**config.mk**
```make
export PLATFORM = sky130hd
export DESIGN_NAME = imem_loader_flat
export DESIGN_NICKNAME = d
export VERILOG_FILES = /design/src/rtl/imem_loader_pkg.sv /design/src/rtl/imem_loader_if.sv /design/src/rtl/imem_loader_byte_packer.sv /design/src/rtl/imem_loader.sv /design/src/flat_wrapper.sv
export SDC_FILE = /design/constraint.sdc
export NUM_CORES = 1
export LEC_CHECK = 0
export BUFFER_PORTS_ARGS = -buffer_cell sky130_fd_sc_hd__buf_2
export CORE_ASPECT_RATIO = 1.5
export CORE_MARGIN = 4
export CORE_UTILIZATION = 45
export CTS_CLUSTER_SIZE = 28
export DETAILED_ROUTE_END_ITERATION = 12
export PLACE_DENSITY = 0.7
export REMOVE_ABC_BUFFERS = 1
export SLEW_MARGIN = 5
export SYNTH_ARGS = -nofsm -noshare
export SYNTH_HDL_FRONTEND = slang
export SYNTH_HIERARCHICAL = 1
export SYNTH_SLANG_ARGS = --single-unit
```
**constraint.sdc**
```tcl
create_clock -name clk -period 3.7 [get_ports clk]
set_clock_uncertainty 0.05 [all_clocks]
set_input_delay 0 -clock clk [delete_from_list [all_inputs] [get_ports clk]]
set_output_delay 0 -clock clk [all_outputs]
set_load 0.1 [all_outputs]
```
**src/rtl/imem_loader_pkg.sv**
```systemverilog
// rtl/imem_loader_pkg.sv - shared constants, state codes and address helper for the imem loader
//   Contents: state codes ST_HDR/ST_DATA/ST_DONE/ST_ERR, HDR_BYTES, WORD_BYTES, word_addr()
package imem_loader_pkg;

   typedef logic [1:0] state_t;

   localparam logic [1:0] ST_HDR  = 2'd0;
   localparam logic [1:0] ST_DATA = 2'd1;
   localparam logic [1:0] ST_DONE = 2'd2;
   localparam logic [1:0] ST_ERR  = 2'd3;

   localparam int HDR_BYTES  = 4;
   localparam int WORD_BYTES = 4;

   // Byte address of word idx in an image placed at base.
   function automatic logic [31:0] word_addr(input logic [31:0] base, input logic [31:0] idx);
      return base + (idx << 2);
   endfunction

endpackage

```
**src/rtl/imem_loader_if.sv**
```systemverilog
// rtl/imem_loader_if.sv - byte-stream input and imem write bus of the imem loader
//   in_valid/in_data/in_ready : byte stream, transfer = in_valid & in_ready
//   imem_we/imem_addr/imem_wdata : single-cycle word write into imem
//   master : stream source / imem observer side
//   slave  : loader side (stream sink, imem writer)
interface imem_loader_if;

   logic        in_valid;
   logic [7:0]  in_data;
   logic        in_ready;
   logic        imem_we;
   logic [31:0] imem_addr;
   logic [31:0] imem_wdata;

   modport master (
      output in_valid, in_data,
      input  in_ready, imem_we, imem_addr, imem_wdata
   );

   modport slave (
      input  in_valid, in_data,
      output in_ready, imem_we, imem_addr, imem_wdata
   );

endinterface

```
**src/rtl/imem_loader_byte_packer.sv**
```systemverilog
// rtl/imem_loader_byte_packer.sv - assembles accepted bytes into little-endian words
//   clk, rst_n  : clock, asynchronous active-low reset
//   clr         : synchronous clear of lane counter and held bytes
//   fire        : a byte is accepted this cycle
//   din         : accepted byte
//   word        : assembled word, meaningful while word_valid is high
//   word_valid  : one-cycle pulse in the cycle the last lane is accepted
module byte_packer
   import imem_loader_pkg::*;
(
   input  logic                    clk,
   input  logic                    rst_n,
   input  logic                    clr,
   input  logic                    fire,
   input  logic [7:0]              din,
   output logic [8*WORD_BYTES-1:0] word,
   output logic                    word_valid
);

   localparam int              LW   = $clog2(WORD_BYTES);
   localparam logic [LW-1:0]   LAST = LW'(WORD_BYTES - 1);

   logic [LW-1:0] lane;
   logic [7:0]    lanes [WORD_BYTES-1];

   always_ff @(posedge clk or negedge rst_n) begin
      if (!rst_n) begin
         lane <= '0;
         for (int i = 0; i < WORD_BYTES - 1; i++) lanes[i] <= '0;
      end else if (clr) begin
         lane <= '0;
         for (int i = 0; i < WORD_BYTES - 1; i++) lanes[i] <= '0;
      end else if (fire) begin
         for (int i = 0; i < WORD_BYTES - 1; i++)
            if (lane == LW'(i)) lanes[i] <= din;
         lane <= lane + LW'(1);
      end
   end

   // The top byte is taken straight from the stream so the word is
   // available on the same edge that accepts it; the caller registers it.
   always_comb begin
      word = '0;
      word[8*WORD_BYTES-1 -: 8] = din;
      for (int i = 0; i < WORD_BYTES - 1; i++) word[8*i +: 8] = lanes[i];
   end

   assign word_valid = fire && (lane == LAST);

endmodule

```
**src/rtl/imem_loader.sv**
```systemverilog
// rtl/imem_loader.sv - loads a length-prefixed byte image into imem and holds the core in reset
//   clk, rst_n  : clock, asynchronous active-low reset
//   bus         : imem_loader_if.slave (byte stream in, imem write out)
//   start       : re-arm a load, honoured in DONE or ERR only
//   cpu_rst_n   : core reset, released only once the image is complete
//   busy        : header or data phase in progress
//   done        : image fully written
//   err         : header word count larger than imem
//   word_count  : words written so far
module imem_loader
   import imem_loader_pkg::*;
#(
   parameter int          ADDR_W    = 8,
   parameter logic [31:0] BASE_ADDR = 32'h0
)(
   input  logic            clk,
   input  logic            rst_n,
   imem_loader_if.slave    bus,
   input  logic            start,
   output logic            cpu_rst_n,
   output logic            busy,
   output logic            done,
   output logic            err,
   output logic [ADDR_W:0] word_count
);

   localparam logic [8*HDR_BYTES:0] MAX_WORDS = (8*HDR_BYTES+1)'(1) << ADDR_W;
   localparam logic [ADDR_W:0]      ONE       = (ADDR_W+1)'(1);

   state_t          state;
   logic            in_ready_q;
   logic            we_q;
   logic [31:0]     addr_q;
   logic [31:0]     wdata_q;
   logic [ADDR_W:0] hdr_n;

   logic                    fire;
   logic                    rearm;
   logic [8*WORD_BYTES-1:0] pk_word;
   logic                    pk_valid;
   logic [8*HDR_BYTES-1:0]  hdr_word;

   assign fire     = bus.in_valid & in_ready_q;
   assign rearm    = start & ((state == ST_DONE) | (state == ST_ERR));
   assign hdr_word = pk_word[8*HDR_BYTES-1:0];

   // One packer serves both phases: the header ends on a lane wrap, so
   // the first data byte always lands in lane 0.
   byte_packer u_packer (
      .clk        (clk),
      .rst_n      (rst_n),
      .clr        (rearm),
      .fire       (fire),
      .din        (bus.in_data),
      .word       (pk_word),
      .word_valid (pk_valid)
   );

   always_ff @(posedge clk or negedge rst_n) begin
      if (!rst_n) begin
         state      <= ST_HDR;
         in_ready_q <= 1'b1;
         busy       <= 1'b1;
         we_q       <= 1'b0;
         addr_q     <= BASE_ADDR;
         wdata_q    <= '0;
         cpu_rst_n  <= 1'b0;
         done       <= 1'b0;
         err        <= 1'b0;
         word_count <= '0;
         hdr_n      <= '0;
      end else begin
         we_q <= 1'b0;
         case (state)
            ST_HDR: begin
               if (pk_valid) begin
                  if (hdr_word == '0) begin
                     state      <= ST_DONE;
                     in_ready_q <= 1'b0;
                     busy       <= 1'b0;
                     done       <= 1'b1;
                     cpu_rst_n  <= 1'b1;
                  end else if ({1'b0, hdr_word} > MAX_WORDS) begin
                     state      <= ST_ERR;
                     in_ready_q <= 1'b0;
                     busy       <= 1'b0;
                     err        <= 1'b1;
                  end else begin
                     state <= ST_DATA;
                     hdr_n <= hdr_word[ADDR_W:0];
                  end
               end
            end
            ST_DATA: begin
               if (pk_valid) begin
                  we_q       <= 1'b1;
                  addr_q     <= word_addr(BASE_ADDR, 32'(word_count));
                  wdata_q    <= pk_word;
                  word_count <= word_count + ONE;
                  // Stop accepting once the last word is in, so bytes
                  // trailing the image stay in the stream.
                  if (word_count + ONE == hdr_n) in_ready_q <= 1'b0;
               end else if (we_q && (word_count == hdr_n)) begin
                  // Edge that ends the final strobe.
                  state     <= ST_DONE;
                  busy      <= 1'b0;
                  done      <= 1'b1;
                  cpu_rst_n <= 1'b1;
               end
            end
            ST_DONE, ST_ERR: begin
               if (start) begin
                  state      <= ST_HDR;
                  in_ready_q <= 1'b1;
                  busy       <= 1'b1;
                  done       <= 1'b0;
                  err        <= 1'b0;
                  cpu_rst_n  <= 1'b0;
                  word_count <= '0;
                  hdr_n      <= '0;
                  addr_q     <= BASE_ADDR;
               end
            end
            default: state <= ST_HDR;
         endcase
      end
   end

   assign bus.in_ready   = in_ready_q;
   assign bus.imem_we    = we_q;
   assign bus.imem_addr  = addr_q;
   assign bus.imem_wdata = wdata_q;

endmodule

```
**src/flat_wrapper.sv**
```systemverilog
// flat-port wrapper written by rule: the top's interface ports become plain ports
module imem_loader_flat import imem_loader_pkg::*;
#(
   parameter int          ADDR_W    = 8,
   parameter logic [31:0] BASE_ADDR = 32'h0
)
  (clk, rst_n, start, cpu_rst_n, busy, done, err, word_count, bus_in_valid, bus_in_data, bus_in_ready, bus_imem_we, bus_imem_addr, bus_imem_wdata);
  imem_loader_if bus_i ();
  input  logic clk;
  input  logic rst_n;
  input  logic start;
  output logic cpu_rst_n;
  output logic busy;
  output logic done;
  output logic err;
  output logic [ADDR_W:0] word_count;
  input wire logic [$bits(bus_i.in_valid)-1:0] bus_in_valid;
  input wire logic [$bits(bus_i.in_data)-1:0] bus_in_data;
  output wire logic [$bits(bus_i.in_ready)-1:0] bus_in_ready;
  output wire logic [$bits(bus_i.imem_we)-1:0] bus_imem_we;
  output wire logic [$bits(bus_i.imem_addr)-1:0] bus_imem_addr;
  output wire logic [$bits(bus_i.imem_wdata)-1:0] bus_imem_wdata;
  assign bus_i.in_valid = bus_in_valid;
  assign bus_i.in_data = bus_in_data;
  assign bus_in_ready = bus_i.in_ready;
  assign bus_imem_we = bus_i.imem_we;
  assign bus_imem_addr = bus_i.imem_addr;
  assign bus_imem_wdata = bus_i.imem_wdata;
  imem_loader #(.ADDR_W(ADDR_W), .BASE_ADDR(BASE_ADDR)) u_core (.clk(clk), .rst_n(rst_n), .bus(bus_i), .start(start), .cpu_rst_n(cpu_rst_n), .busy(busy), .done(done), .err(err), .word_count(word_count));
endmodule
```
==> summary.md, run 1 <==
| Metric | Value |
|---|---|
| Status | `complete, no violations` |
| GRT Util Overall | `between 10% and 20%` |
| Syn-to-layout area delta | `13.4%` |
| # setup viols final | `0` |
| CTS Root Buffer Type | `clkbuf_16` |
| Final wirelength | `approximately 10 mm` |
| Final Cell Area | `0.00523 sq mm` |
| Cell Pwr Density | `roughly 620 mW/mm^2` |
| Worst-skew pair later-pin latency | `roughly 0.34 ns` |
| Vias in the first global route | `approximately 3400` |
| Vias per cell | `5.15` |
| Area occupied by multi-input gates | `a little under 0.002 sq mm` |
| Die Width | `between 90 and 100 um` |
| Routed Antenna Nets | `0` |
| Post-DP HPWL | `~7 mm` |
| Worst hold path class | `input port to flip-flop` |
| Pre-antenna DRT Iters | `4` |
| Initial antenna violation count | `0` |
| CP Capture Type | `flip-flop` |
| P_leak | `2.81 nW` |
| Area post-placement | `about 0.0048 sq mm` |
| Register area | `between 0.002 and 0.0025 sq mm` |
| Arr. time, crit path | `between 2 and 3 ns` |
| Final #Nets | `about 560` |
| Most frequent CP cell | `nand2_1` |
| Post-synthesis register bit count | `just over 90` |
| CTS tree | `yes` |
| Filler cells | `approximately 950` |
| IO buf count | `67` |
| Mapped Area | `around 0.0046 sq mm` |
| Die ar. | `0.0120 sq mm` |
| Worst-Margin Slew | `between 1 and 1.5 ns` |
| Fmax | `422 MHz` |
| Average wire per cell in the routed design | `about 15 um` |
| Synthesized area per cell | `approximately 9.5 sq um` |
| Top FF cell, synth | `dfrtp_1` |
| Share of layout cells above drive strength 1 | `approximately 17%` |
| Hold buffer count at CTS | `10` |
| Clk buf depth | `2` |
| CTS clk-pin slew, worst paths | `about 0.060 ns` |
| Cell Chain, Critical Path | `and2_1, and2_2, nand3b_1, inv_1, buf_4, nand2_1, nand2_1, nand2_1, o31ai_1` |
| Final Util | `51.9%` |
| Drt drc | `0` |
| RD Place Congestion | `roughly 0.86` |
| Max_slew headroom | `about 24%` |
| Worst Reg-to-Reg Cells | `9` |
| Die height | `roughly 130 um` |
| Max cap viols | `0` |
| Number of H-tree levels | `3` |
| Starting Density | `between 40% and 50%` |
| Netlist cell types | `53` |
| Post-CTS resize count | `0` |
| Delay of the slowest cell on the worst path | `approximately 0.56 ns` |
| Tcrit/Tclk final | `around 64%` |
| ANT cells | `0` |
| Num CTS Buffers | `9` |
| First-pass GRT wire length | `17.0 mm` |
| IO Pins | `91` |
| Crit path kind | `flip-flop to flip-flop` |
| Worst path required time | `3.89 ns` |
| Slowest CP cell | `dfstp_2` |
| Core area | `0.0101 sq mm` |
| Overflow after GRT | `0` |
| Proportion of synthesized chip area in sequential cells | `approximately 50%` |
| Final setup TNS | `0 ns` |
| Initial DRC count | `163` |
| Pins Over Slew Limit | `0` |
| RSZ-0062 raised after global routing | `false` |
| Rows | `45` |
| Fin crit period | `2.37 ns` |
| Worst Path Max Fanout | `27` |
| Largest net degree at the start of global routing | `just over 90` |
| Syn Inst Count | `roughly 490` |
| Post-CTS Setup Inserts | `0` |
| Vias post-DR | `roughly 3400` |
| Startpoint Class | `flip-flop` |
| Hold path cells | `4` |
| Number of synthesized flops with an enable pin | `0` |
| VDD IR-drop max | `0.000411 V` |
| Synth Warn # | `6` |
| Asr flop ratio synth | `100%` |
| Final Hold Viols | `0` |
| Clk sinks | `between 90 and 100` |
metrics by stage:
step,instances,hold WS [ns],power (mW),setup slack (ns)
6_report,663,0.191,3.24,1.33
5_1_grt,663,0.241,3.40,1.13
4_1_cts,663,0.185,3.27,1.32
3_5_place_dp,638,0.186,2.39,1.34
3_3_place_gp,638,0.183,2.36,1.42
2_1_floorplan,451,-0.346,2.16,-0.462
worst paths after layout:
check	start	endpoint	slack, ns
min in group asynchronous	rst_n	u_core/u_packer/word[22]$_DFFE_PN0P_	0.37
worst min register to register	u_core/bus.imem_wdata[24]$_DFFE_PN0P_	u_core/bus.imem_wdata[24]$_DFFE_PN0P_	0.43
max in group asynchronous	rst_n	u_core/bus.imem_addr[2]$_DFFE_PN0P_	2.50
worst max-delay path	u_core/bus.in_ready$_DFFE_PN1P_	u_core/word_count[4]$_DFFE_PN0P_	1.33
worst min-delay path	bus_in_valid	u_core/u_packer/lane[0]$_DFFE_PN0P_	0.19
worst max register to register	u_core/bus.in_ready$_DFFE_PN1P_	u_core/word_count[4]$_DFFE_PN0P_	1.33
cells by family (layout without fill, tap and decap cells):
kind of cell               Yosys count  in the layout  synth area share (%)
and+or+nand+nor                    213            213                  22.2
other                                1             23                0.0813
buffers and inverters               76            114                  9.20
DFF                                 92             92                  50.0
xor gates and xnor gates            15             15                  2.85
muxes                               35             35                  7.60
AOI/OAI and AO/OA                   49             49                  6.76
adders and majority gates            5              5                  1.36
cell type report:
cell class	instances	share of cell area, %
Clock buffer	12	4.91
Clock inverter	3	0.431
Inverter	19	1.36
Multi-Input combinational cell	340	37.6
Sequential cell	92	44.1
Tap cell	117	2.80
Timing Repair Buffer	80	8.81
where the power goes:
part           total, mW  internal (mW)  switching [mW]
combinational       1.03          0.254           0.776
clock              0.866          0.490           0.376
sequential          1.35           1.19           0.154
cell usage after synthesis (3+ instances only):
library cell  instances  area, sq um
a31oi_1               4         25.0
buf_1                 4         15.0
buf_2                 3         15.0
buf_4                32          240
clkbuf_1             16         60.1
dfrtp_1              90         2250
ha_1                  5         62.6
inv_1                19         71.3
mux2i_1              35          350
nand2_1             127          477
nand2b_1             32          200
nand3_1              16         80.1
nand4_1               3         18.8
nor2_1                6         22.5
nor3_1                3         15.0
nor4_1                4         25.0
o211ai_1              3         22.5
o21ai_0              22          110
o22ai_1               4         25.0
o31ai_1               3         22.5
or4_1                 4         30.0
xnor2_1              12          105
xor2_1                3         26.3
flip-flops by register name, indices dropped and copies added, names as in the netlist:
register / count
u_core/bus.imem_addr: 9
u_core/bus.imem_wdata: 32
u_core/bus.imem_we: 1
u_core/bus.in_ready: 1
u_core/busy: 1
u_core/done: 1
u_core/err: 1
u_core/hdr_n: 9
u_core/state: 2
u_core/u_packer/lane: 2
u_core/u_packer/word: 24
u_core/word_count: 9
layout by cell type, fill, tap and decap left out, types with 12 or more instances in the layout:
| cell | count |
|---|---|
| nand2b_1 | 32 |
| conb_1 | 23 |
| nand3_1 | 16 |
| mux2i_1 | 35 |
| nand2_1 | 127 |
| xnor2_1 | 12 |
| dfrtp_1 | 90 |
| inv_1 | 19 |
| o21ai_0 | 22 |
| buf_2 | 66 |
layer usage:
layer	GRT usage, %	vias to the layer above	share of wire, %
li1	-	1664	-
met1	21.1	1648	41
met2	30.5	89	52
met3	4.40	11	4.5
met4	6.56	0	2.1
met5	0	-	0
worst max-delay path: cells and delay by family (launching register included):
family | cells | cell delay (ns)
AND/OR/NAND/NOR | 6 | 0.89
buffers and inverters | 2 | 0.68
flip-flops | 1 | 0.56
AO/OA/AOI/OAI | 1 | 0.08
Note: power is estimated with default switching activity, not from simulation.
==> run 2, diff against run 1 <==
--- a/config.mk
+++ b/config.mk
@@ -11,7 +11,7 @@
 export CORE_UTILIZATION = 45
 export CTS_CLUSTER_SIZE = 28
 export DETAILED_ROUTE_END_ITERATION = 12
-export PLACE_DENSITY = 0.7
+export PLACE_DENSITY = 0.73
 export REMOVE_ABC_BUFFERS = 1
 export SLEW_MARGIN = 5
 export SYNTH_ARGS = -nofsm -noshare
==> constraint.sdc (replaced) <==
create_clock -name clk -period 2.1 [get_ports clk]
set_clock_uncertainty 0.05 [all_clocks]
set_input_delay 0 -clock clk [delete_from_list [all_inputs] [get_ports clk]]
set_output_delay 0 -clock clk [all_outputs]
set_load 0.1 [all_outputs]
==> summary.md, run 2 (synthesis results as in run 1) <==
| Metric | Value |
|---|---|
| Worst-skew pair later-pin latency | `between 0.3 and 0.4 ns` |
| CTS tree | `yes` |
| Routed wl met3 | `around 500 um` |
| Largest net degree at the start of global routing | `a little under 60` |
| Clk sinks | `92` |
| Die height | `132 um` |
| Post-DP HPWL | `just under 8 mm` |
| VDD IR-drop max | `around 0.0006 V` |
| CTS Root Buffer Type | `clkbuf_16` |
| Final wirelength | `10.9 mm` |
| Vias post-DR | `around 3500` |
| Final Cell Area | `around 0.0055 sq mm` |
| Area post-placement | `approximately 0.0050 sq mm` |
| Average wire per cell in the routed design | `between 15 and 20 um` |
| Drt drc | `0` |
| Initial DRC count | `roughly 180` |
| Worst hold path class | `input port to flip-flop` |
| CP Capture Type | `flip-flop` |
| CTS clk-pin slew, worst paths | `0.06 ns` |
| Max_slew headroom | `about half` |
| Pins Over Slew Limit | `0` |
| WL met1 | `between 4 and 5 mm` |
| Syn-to-layout area delta | `18.6%` |
| Number of H-tree levels | `3` |
| Num CTS Buffers | `9` |
| Pre-antenna DRT Iters | `4` |
| RSZ-0062 raised after global routing | `true` |
| Clk buf depth | `2` |
| Most common cell after layout, fill and taps aside | `nand2_1` |
| Fin crit period | `roughly 2 ns` |
| Most frequent cells in the layout | `nand2_1 (126), dfrtp_1 (90), buf_2 (66)` |
| Cell Pwr Density | `between 1000 and 1500 mW/mm^2` |
| Fmax | `between 500 and 600 MHz` |
| Area occupied by multi-input gates | `approximately 0.002 sq mm` |
| Die Width | `90.6 um` |
| Overflow after GRT | `0` |
| Initial antenna violation count | `0` |
| DP Worst Slack | `0.0988 ns` |
| Final #Nets | `about 580` |
| IO buf count | `67` |
| P_leak | `2.93 nW` |
| Crit path kind | `flip-flop to flip-flop` |
| Max cap viols | `0` |
| Largest register FFs | `32` |
| ANT cells | `0` |
| Share of layout cells above drive strength 1 | `about a fifth` |
| Tcrit/Tclk final | `94.4%` |
| Routed Antenna Nets | `0` |
| Setup ws final | `~0.12 ns` |
| Register area | `0.00230 sq mm` |
| Worst path required time | `between 2 and 2.5 ns` |
| Core area | `0.0101 sq mm` |
| # setup viols final | `0` |
| Worst Path Max Fanout | `4` |
| Status | `complete, no violations` |
| Vias per cell | `between 5 and 6` |
| GRT Util Overall | `a little under a fifth` |
| Worst-Margin Slew | `~0.73 ns` |
| Vias in the first global route | `around 3800` |
| Startpoint Class | `flip-flop` |
| Rows | `between 40 and 50` |
| RD Place Congestion | `between 0.8 and 0.9` |
| Die ar. | `~0.012 sq mm` |
| First-pass GRT wire length | `~18 mm` |
| IO Pins | `91` |
| Met2 wire length | `about 5.9 mm` |
| Arr. time, crit path | `around 2.2 ns` |
| Filler cells | `slightly below 900` |
| Final Hold Viols | `0` |
| Top Layer Used | `met4` |
| Starting Density | `between 40% and 50%` |
==> run 2: worst max-delay path, stage by stage (launching register included) <==
cell      delay (ns)
dfrtp_1         0.40
or4_1           0.58
o21ai_2         0.21
nand4b_4        0.16
a211o_1         0.32
o211ai_1        0.18
==> run 2: final cells by class <==
class	count	area share, %
Sequential cell	92	42.1
Multi-Input combinational cell	340	36.2
Timing Repair Buffer	96	11.5
Clock buffer	11	4.62
Tap cell	117	2.68
Clock inverter	5	1.53
Inverter	19	1.30
==> run 2: path summary, 6_finish.rpt <==
kind | cells after the start | to | startpoint | slack (ns)
setup / recovery | 5 | u_core/bus.in_ready$_DFFE_PN1P_ | u_core/u_packer/word[7]$_DFFE_PN0P_ | 0.12
hold / removal | 5 | u_core/u_packer/lane[1]$_DFFE_PN0P_ | bus_in_valid | 0.20
setup reg to reg | 5 | u_core/bus.in_ready$_DFFE_PN1P_ | u_core/u_packer/word[7]$_DFFE_PN0P_ | 0.12
hold reg to reg | 2 | u_core/bus.imem_wdata[10]$_DFFE_PN0P_ | u_core/bus.imem_wdata[10]$_DFFE_PN0P_ | 0.42
max in group asynchronous | 3 | u_core/u_packer/word[13]$_DFFE_PN0P_ | rst_n | 1.15
min in group asynchronous | 2 | u_core/word_count[4]$_DFFE_PN0P_ | rst_n | 0.22
==> run 2: power by group <==
| group | internal, mW | switching [mW] | total [mW] |
|---|---|---|---|
| combinational | 0.495 | 1.40 | 1.90 |
| sequential | 2.10 | 0.267 | 2.37 |
| clock | 1.11 | 0.662 | 1.77 |
==> run 2: stage by stage <==
stage	power (mW)	instances	util, %	hold slack [ns]	TNS, ns
floorplan	3.81	451	-	-0.346	-78.17
global placement	4.21	653	49.6	0.0451	0
detailed placement	4.28	653	49.6	0.0608	0
CTS	6.10	679	53.9	0.182	0
global route	6.37	680	54.3	0.261	-0.0424
finish	6.03	680	54.3	0.200	0
==> run 2: what timing repair did <==
item,in CTS,in global routing
resized for setup,0,4
endpoints found under the setup margin,0,12
hold buffers,10,0
hold endpoints to repair,76,0
setup buffers,0,1
==> run 2: routing by layer <==
layer / GRT usage [%] / vias to the layer above
met4: 7.92 / 0
met3: 4.05 / 24
met5: 0 / -
li1: - / 1696
met2: 35.9 / 115
met1: 20.6 / 1699
==> run 3, diff against run 2 <==
--- a/config.mk
+++ b/config.mk
@@ -11,7 +11,7 @@
 export CORE_UTILIZATION = 45
 export CTS_CLUSTER_SIZE = 28
 export DETAILED_ROUTE_END_ITERATION = 12
-export PLACE_DENSITY = 0.73
+export PLACE_DENSITY = 0.7
 export REMOVE_ABC_BUFFERS = 1
 export SLEW_MARGIN = 5
 export SYNTH_ARGS = -nofsm -noshare
==> constraint.sdc (replaced) <==
create_clock -name clk -period 1.95 [get_ports clk]
set_clock_uncertainty 0.05 [all_clocks]
set_input_delay 0 -clock clk [delete_from_list [all_inputs] [get_ports clk]]
set_output_delay 0 -clock clk [all_outputs]
set_load 0.1 [all_outputs]
==> summary.md, run 3 (synthesis results as in run 1) <==
| Metric | Value |
|---|---|
| Status | `complete, no violations` |
| WHS | `0.0549 ns` |
| Tcrit/Tclk final | `98.3%` |
| # setup viols final | `0` |
| CP Capture Type | `flip-flop` |
| Slowest CP cell | `or4_4` |
| IO buf count | `67` |
| Largest register FFs | `32` |
| Clock Power Share | `between 20% and 30%` |
| RD Place Congestion | `~0.9` |
| Die Width | `about 90 um` |
| Num CTS Buffers | `9` |
| Filler cells | `approximately 900` |
| Post-DP HPWL | `between 8 and 9 mm` |
| Core area | `~0.010 sq mm` |
| Combinational power share | `34.1%` |
| Most frequent cells in the layout | `nand2_1 (127), dfrtp_1 (90), buf_2 (66)` |
| Non-filler cells, final | `slightly above 700` |
| Starting Density | `between 40 and 50%` |
| Total chip power | `6.67 mW` |
| CTS Root Buffer Type | `clkbuf_16` |
| Final #Nets | `approximately 600` |
| IO Pins | `91` |
| Setup ws final | `about 0.032 ns` |
| Vias post-DR | `around 3700` |
| Startpoint Class | `flip-flop` |
| Final Util | `~56%` |
| Cell Chain, Critical Path | `or4_4, o21ai_4, nand4b_4, a211o_1, o211ai_1` |
| Pre-antenna DRT Iters | `4` |
| Worst Path Max Fanout | `3` |
| Initial DRC count | `a little under 200` |
| Fin crit period | `~1.9 ns` |
| Final setup TNS | `0 ns` |
| Vias in the first global route | `3813` |
| P_leak | `a little over 3 nW` |
| Crit path kind | `flip-flop to flip-flop` |
| Share of layout cells above drive strength 1 | `between 20% and 30%` |
| Initial antenna violation count | `0` |
| Clk sinks | `slightly above 90` |
| Vias per cell | `5.19` |
| Int Pwr | `~4 mW` |
| FF-to-FF setup slack | `0.03 ns` |
| RSZ-0062 raised after global routing | `true` |
| Max cap viols | `0` |
| CTS tree | `yes` |
| CTS clk-pin slew, worst paths | `0.06 ns` |
| Average wire per cell in the routed design | `approximately 16 um` |
| Post-Place Cells | `approximately 680` |
| Routed Antenna Nets | `0` |
| Sw power | `2.61 mW` |
| Area post-placement | `around 0.0052 sq mm` |
| Seq pwr share | `approximately 38%` |
| Final Hold Viols | `0` |
| Cell Pwr Density | `between 1000 and 1500 mW/mm^2` |
| Final wirelength | `between 10 and 15 mm` |
| Worst-skew pair later-pin latency | `~0.34 ns` |
| Die ar. | `approximately 0.012 sq mm` |
| Number of H-tree levels | `3` |
| Final Cell Area | `0.00565 sq mm` |
| Switching part of the total | `about 39%` |
| ANT cells | `0` |
| Delay of the slowest cell on the worst path | `between 0.5 and 0.6 ns` |
| Clk buf depth | `2` |
| Pins Over Slew Limit | `0` |
| VDD IR-drop max | `around 0.00075 V` |
| Overflow after GRT | `0` |
| Rows | `45` |
| Most common cell after layout, fill and taps aside | `nand2_1` |
| Fmax | `between 500 and 600 MHz` |
| Largest net degree at the start of global routing | `just under 70` |
| Syn-to-layout area delta | `22.4%` |
| Worst hold path class | `input port to asynchronous set/reset pin` |
| First-pass GRT wire length | `around 18 mm` |
| Drt drc | `0` |
| Worst path required time | `approximately 2.2 ns` |
| Die height | `about 130 um` |
| Arr. time, crit path | `around 2.1 ns` |
| GRT Util Overall | `19.4%` |
| DP Worst Slack | `-0.0123 ns` |
[run 3: cell types whose count changed in the layout (fill, tap and decap cells not counted), sizes merged]
| cell | delta |
|---|---|
| buf | +27 |
| clkbuf | -1 |
| clkinvlp | -1 |
| inv | +1 |
[run 3: final timing paths]
kind / startpoint / to / depth (start not counted)
setup / recovery: u_core/u_packer/word[3]$_DFFE_PN0P_ / u_core/bus.in_ready$_DFFE_PN1P_ / 5
hold / removal: rst_n / u_core/bus.imem_wdata[25]$_DFFE_PN0P_ / 2
setup reg to reg: u_core/u_packer/word[3]$_DFFE_PN0P_ / u_core/bus.in_ready$_DFFE_PN1P_ / 5
hold reg to reg: u_core/bus.imem_wdata[10]$_DFFE_PN0P_ / u_core/bus.imem_wdata[10]$_DFFE_PN0P_ / 2
max in group asynchronous: rst_n / u_core/bus.in_ready$_DFFE_PN1P_ / 3
min in group clk: bus_in_valid / u_core/u_packer/lane[0]$_DFFE_PN0P_ / 5
[run 3: timing repair]
action,4_1_cts,5_1_grt
setup buffers,1,4
gates cloned,0,0
setup endpoints to repair,2,18
resized for setup,4,6
hold buffers,10,0
pin swaps,1,4
hold endpoints to repair,115,0
[run 3: cell type report]
| class | count | area, sq um | share of cell area (%) |
|---|---|---|---|
| clock buffers | 10 | 229 | 4.06 |
| well taps | 117 | 146 | 2.59 |
| clock inverters | 5 | 85.1 | 1.51 |
| inverters | 19 | 71.3 | 1.26 |
| repair buffers | 123 | 808 | 14.3 |
| flip-flops and latches | 92 | 2300 | 40.8 |
| multi-input cells | 340 | 2000 | 35.4 |
[run 3: layer usage]
layer  share of wire [%]  track usage, %  up-vias  wire length [um]
met5                   0               0        -                 0
met4                 4.2            10.8        0               468
met3                 4.1            4.17       30               457
met2                  53            33.6      100              5860
met1                  39            22.1     1791              4340
li1                    -               -     1746                 -
[run 3: critical path, delay by kind of cell (launching register included)]
family / cells / cell delay (ns)
compound gates: 3 / 0.68
flops: 1 / 0.39
simple gates: 2 / 0.71
[run 3: power by group through the flow]
stage | clock, mW | sequential (mW) | combinational, mW
3_3_place_gp | 0 | 2.55 | 2.09
3_5_place_dp | 0 | 2.56 | 2.13
6_report | 1.87 | 2.53 | 2.27
5_1_grt | 2.00 | 2.58 | 2.44
4_1_cts | 1.91 | 2.54 | 2.20
2_1_floorplan | 0 | 3.21 | 0.887
